===== src/rtl/inst_fetch.sv =====
// Fetch stage: owns the PC, addresses the instruction ROM, fills IF/ID.
// Ports: clk/rst_n, rom_addr/rom_inst, id_ready, redirect_*, halt_req,
//   id_inst/id_pc/id_valid to decode, halted and fetch_count status.
module inst_fetch #(
  parameter int ADDR_W = 32,
  parameter int INST_W = 32,
  parameter int CNT_W = 16,
  parameter logic [ADDR_W-1:0] RESET_PC = '0
) (
  input  logic              clk,
  input  logic              rst_n,
  output logic [ADDR_W-1:0] rom_addr,
  input  logic [INST_W-1:0] rom_inst,
  input  logic              id_ready,
  input  logic              redirect_valid,
  input  logic [ADDR_W-1:0] redirect_addr,
  input  logic              halt_req,
  output logic [INST_W-1:0] id_inst,
  output logic [ADDR_W-1:0] id_pc,
  output logic              id_valid,
  output logic              halted,
  output logic [CNT_W-1:0]  fetch_count
);

  typedef enum logic [1:0] {
    RUN    = 2'd0,
    HOLD   = 2'd1,
    HALTED = 2'd2
  } state_t;

  localparam logic [ADDR_W-1:0] PC_ONE = {{(ADDR_W-1){1'b0}}, 1'b1};
  localparam logic [CNT_W-1:0] CNT_ONE = {{(CNT_W-1){1'b0}}, 1'b1};

  state_t            state, state_n;
  logic [ADDR_W-1:0] pc, pc_n;
  logic [INST_W-1:0] inst_n;
  logic [ADDR_W-1:0] ipc_n;
  logic              valid_n;
  logic [CNT_W-1:0]  cnt_n;

  assign rom_addr = pc;
  assign halted   = (state == HALTED);

  always_ff @(posedge clk) begin
    if (!rst_n) begin
      state       <= RUN;
      pc          <= RESET_PC;
      id_inst     <= '0;
      id_pc       <= '0;
      id_valid    <= 1'b0;
      fetch_count <= '0;
    end else begin
      state       <= state_n;
      pc          <= pc_n;
      id_inst     <= inst_n;
      id_pc       <= ipc_n;
      id_valid    <= valid_n;
      fetch_count <= cnt_n;
    end
  end

  always_comb begin
    state_n = state;
    pc_n    = pc;
    inst_n  = id_inst;
    ipc_n   = id_pc;
    valid_n = id_valid;
    cnt_n   = fetch_count;
    if (redirect_valid) begin
      // squash IF/ID; target is fetched on the next edge
      state_n = RUN;
      pc_n    = redirect_addr;
      inst_n  = '0;
      valid_n = 1'b0;
    end else if (halt_req || state == HALTED) begin
      state_n = HALTED;
      valid_n = 1'b0;
    end else if (!id_ready && id_valid) begin
      state_n = HOLD;
    end else begin
      // an empty IF/ID fills even when decode is not ready
      state_n = RUN;
      inst_n  = rom_inst;
      ipc_n   = pc;
      valid_n = 1'b1;
      pc_n    = pc + PC_ONE;
      cnt_n   = fetch_count + CNT_ONE;
    end
  end

endmodule


===== config.mk =====
export PLATFORM = sky130hd
export DESIGN_NAME = inst_fetch
export DESIGN_NICKNAME = d
export VERILOG_FILES = /design/src/rtl/inst_fetch.sv
export SDC_FILE = /design/constraint.sdc
export NUM_CORES = 1
export LEC_CHECK = 0
export CAP_MARGIN = 10
export CORE_MARGIN = 10
export CORE_UTILIZATION = 33
export DETAILED_ROUTE_END_ITERATION = 16
export PLACE_DENSITY = 0.74
export SYNTH_ARGS = -nofsm -noshare
export SYNTH_HDL_FRONTEND = slang
export SYNTH_SLANG_ARGS = --single-unit

===== constraint.sdc =====
create_clock -name clk -period 2.3 [get_ports clk]
set_input_delay 0.23 -clock clk [delete_from_list [all_inputs] [get_ports clk]]
set_output_delay 0.23 -clock clk [all_outputs]
set_load 0.005 [all_outputs]

==> summary.txt <==
Outcome
  – Status: completed

STA
  – Slew HR: 54.6%
  – Setup violations, final: 0
  – F_max: 479 MHz
  – Worst-Margin Slew: 0.681 ns
  – Crit share post-route: slightly above 90%
  – Layout Skew: 0.0104 ns
  – Fin worst setup slack: approximately 0.21 ns
  – RSZ-0062 raised after global routing: false
  – Setup TNS: 0 ns
  – Min Tclk post-route: approximately 2.1 ns
  – Final hold viol count: 0
  – Pins over their slew limit: 0

Finish
  – Share of layout cells above drive strength 1: between 8 and 9%
  – Antenna diodes: 0
  – Nets: 860
  – Area Growth Syn to Fin: 55.5%
  – Final Cell Area: between 0.007 and 0.008 mm2
  – Filler cells: 1,385

Floorplan
  – Full die area: 0.0203 mm2
  – Die Y: ~140 um
  – Chip width: between 100 and 150 um
  – Core area: 0.0146 mm2
  – Starting Density: between 30% and 40%
  – # IOs: around 180
  – Num rows: between 40 and 50

Detailed routing
  – Max Used Layer: met4
  – DRC Markers: 0
  – Routed WL: 16,100 um
  – Vias per cell: between 4 and 5
  – Met1 Wirelength: about 7000 um
  – Wirelength per Cell: roughly 16 um
  – Met2 WL: slightly above 7000 um
  – ANT nets after route: 0
  – First drt pass iteration count: 4
  – Drt initial violations: 224
  – Met3 wire len: ~1700 um
  – Via count: around 4,800

Synthesis
  – Yosys synthesis warning count: 0
  – Seq/Total Area, Yosys: between 40% and 50%
  – Syn Std Cell Area: slightly below 0.005 mm2
  – Seq cells post-synth: 115
  – Leading area contributor after synthesis: dfxtp_1
  – Top cells by area, synth: dfxtp_1 (47%), nand2_1 (12%), a21boi_0 (5.8%)
  – Share of the synthesized area in the top cell type: a little under half
  – Syn Inst Count: a little under 600
  – Yosys cell types: 48
  – Avg Synthesized Cell Area: roughly 8.3 um2
  – Synthesized Nets: between 600 and 700

Clock tree
  – Num CTS Buffers: 17
  – CTS Buffer Depth: 2
  – Post-CTS Setup Bufs: 0
  – CTS tree: done
  – Cts hold-fix bufs: 0
  – Clock latency on the worst-skew pair: 0.41 ns
  – Root Buffer: clkbuf_16
  – CTS H-tree lvls: 4
  – Number of gates resized after cts: 0
  – Worst-path clk slew: about 0.050 ns
  – CTS sink cnt: ~120

Global route
  – Antenna violations before repair: 0
  – First-pass GRT wire length: about 25,000 um
  – GR Util All Layers: between 10% and 20%
  – Pin count of the biggest net entering global routing: 47
  – Vias in the first global route: around 4,600
  – GR Overflow Total: 0

Hold path
  – Worst hold path class: input port to flop

Critical path
  – CP startpoint kind: flop
  – WP data required: 2.61 ns
  – Crit. End Element: flop
  – Critical path, cell by cell: nand4_2 -> or4_4 -> or4b_1 -> xnor2_1 -> o211a_1
  – CP Class: flop to flop
  – Slowest stage delay, CP: roughly 0.6 ns
  – Crit Path Max Fanout: 4
  – Slowest cell on the critical path: or4_4
  – Crit path DAT: 2.39 ns

Power
  – Switching Power: roughly 1200 uW
  – Leak: approximately 0.0028 uW
  – Clock power frac: around half
  – Sw Ratio: ~22%
  – Internal power: approximately 4200 uW
  – Power Density: slightly above 700 mW/mm2
  – Combinational share of power: 11.4%
  – Max IR drop VDD: 0.520 mV
  – Sequential group share of total power: 39.3%
  – Total power: 5440 uW

Place
  – Pre-CTS setup slack: a little over 0.05 ns
  – Port Buffers: roughly 180
  – GP Congestion: 0.816
  – DPL Wire Length: approximately 12,000 um
  – Post-DP Area: about 0.0071 mm2

Flow run
  – Max cap viols: 0
[cell families after synthesis]
kind of cell | share of synthesized area, %
AO/OA/AOI/OAI | 16.8
flip-flops | 46.6
XOR/XNOR | 6.56
adder cells (fa/ha/maj) | 0.507
AND/OR/NAND/NOR | 25.1
buffers and inverters | 4.00
multiplexers | 0.405
[cells in the final DEF, fill, tap and decap left out, types with 2 or more instances in the layout]
cell type	n
clkbuf_16	17
inv_1	7
o21a_1	2
or4b_1	2
nand2_1	157
clkdlybuf4s50_1	181
nor4_1	9
nand4_1	13
clkbuf_1	3
xnor2_1	22
xor2_1	15
nor4_2	4
and3_1	4
nand3_1	19
nand2b_1	6
buf_4	32
nor2_1	3
and2_1	12
clkbuf_8	4
a21boi_0	38
nor3_1	8
clkinv_2	2
o21ai_0	27
a21oi_1	53
and4_1	4
ha_1	2
mux2i_1	2
bufinv_16	3
or3_1	5
dfxtp_1	115
o211a_1	8
nor3_2	2
[critical path: cells and delay by family (launching register included)]
kind	cells	cell delay (ns)
AND/OR/NAND/NOR	3	1.29
flip-flops	1	0.36
XOR/XNOR	1	0.14
AO/OA/AOI/OAI	1	0.20
[per-layer routing]
layer  vias up  track usage, %
met1      2211            18.8
met2       138            23.1
met4         0            4.42
li1       2430               -
met3        14            8.48
met5         -               0
[power by group through the flow]
stage          sequential (uW)  clock, uW  combinational (uW)
2_1_floorplan             2190          0                 226
3_3_place_gp              2180          0                 618
3_5_place_dp              2180          0                 623
4_1_cts                   2140       2720                 627
5_1_grt                   2150       2810                 681
6_report                  2140       2690                 619
[cell type report]
class	instances	area, um2	area share [%]
clock buffers	24	492	6.40
clock inverters	5	100	1.30
inverters	8	30.0	0.391
multi-input cells	432	2450	31.9
flip-flops and latches	115	2300	30.0
well taps	184	230	3.00
repair buffers	215	2080	27.0
[metrics by stage]
stage                     util, %  std cells  hold slack (ns)
after global routing         52.7        983            0.367
final                        52.7        983            0.368
after detailed placement     48.6        954            0.446
after global placement       48.6        954            0.441
after CTS                    52.7        983            0.351
after floorplan                 -        592            0.366
[path summary, 6_finish.rpt]
| check | endpoint | start | depth (start not counted) | slack, ns |
|---|---|---|---|---|
| max reg2reg | rom_addr[21] | rom_addr[4] | 5 | 0.21 |
| min reg2reg | id_inst[10] | id_inst[10] | 2 | 0.45 |
| min | id_inst[6] | rom_inst[6] | 3 | 0.37 |
| max | rom_addr[21] | rom_addr[4] | 5 | 0.21 |
[cells in the mapped netlist, drive strengths merged]
master and n:
and2b 1, nor2b 1, or4 2, nand2b 6, a311oi 1, dlygate4sd1 1, and3 5, a211oi 1
o21a 2, xnor2 22, nor2 3, mux2i 2, or2b 1, o2bb2ai 1, and4 4, nand3 19
buf 5, o311ai 1, nor4 13, or3 5, and2 12, nand4 14, o21ai 28, ha 2
nand2 157, dfxtp 115, a221o 1, inv 8, clkbuf 31, a21boi 38, xor2 15, nor3 10
a21oi 53, or4b 2, nor4b 2, o211a 8
[state kept, by name, indices dropped and copies added (netlist names)]
name,flops
id_inst,32
id_pc,32
rom_addr,32
fetch_count,16
state,2
id_valid,1
Note: power is estimated with default switching activity, not from simulation.
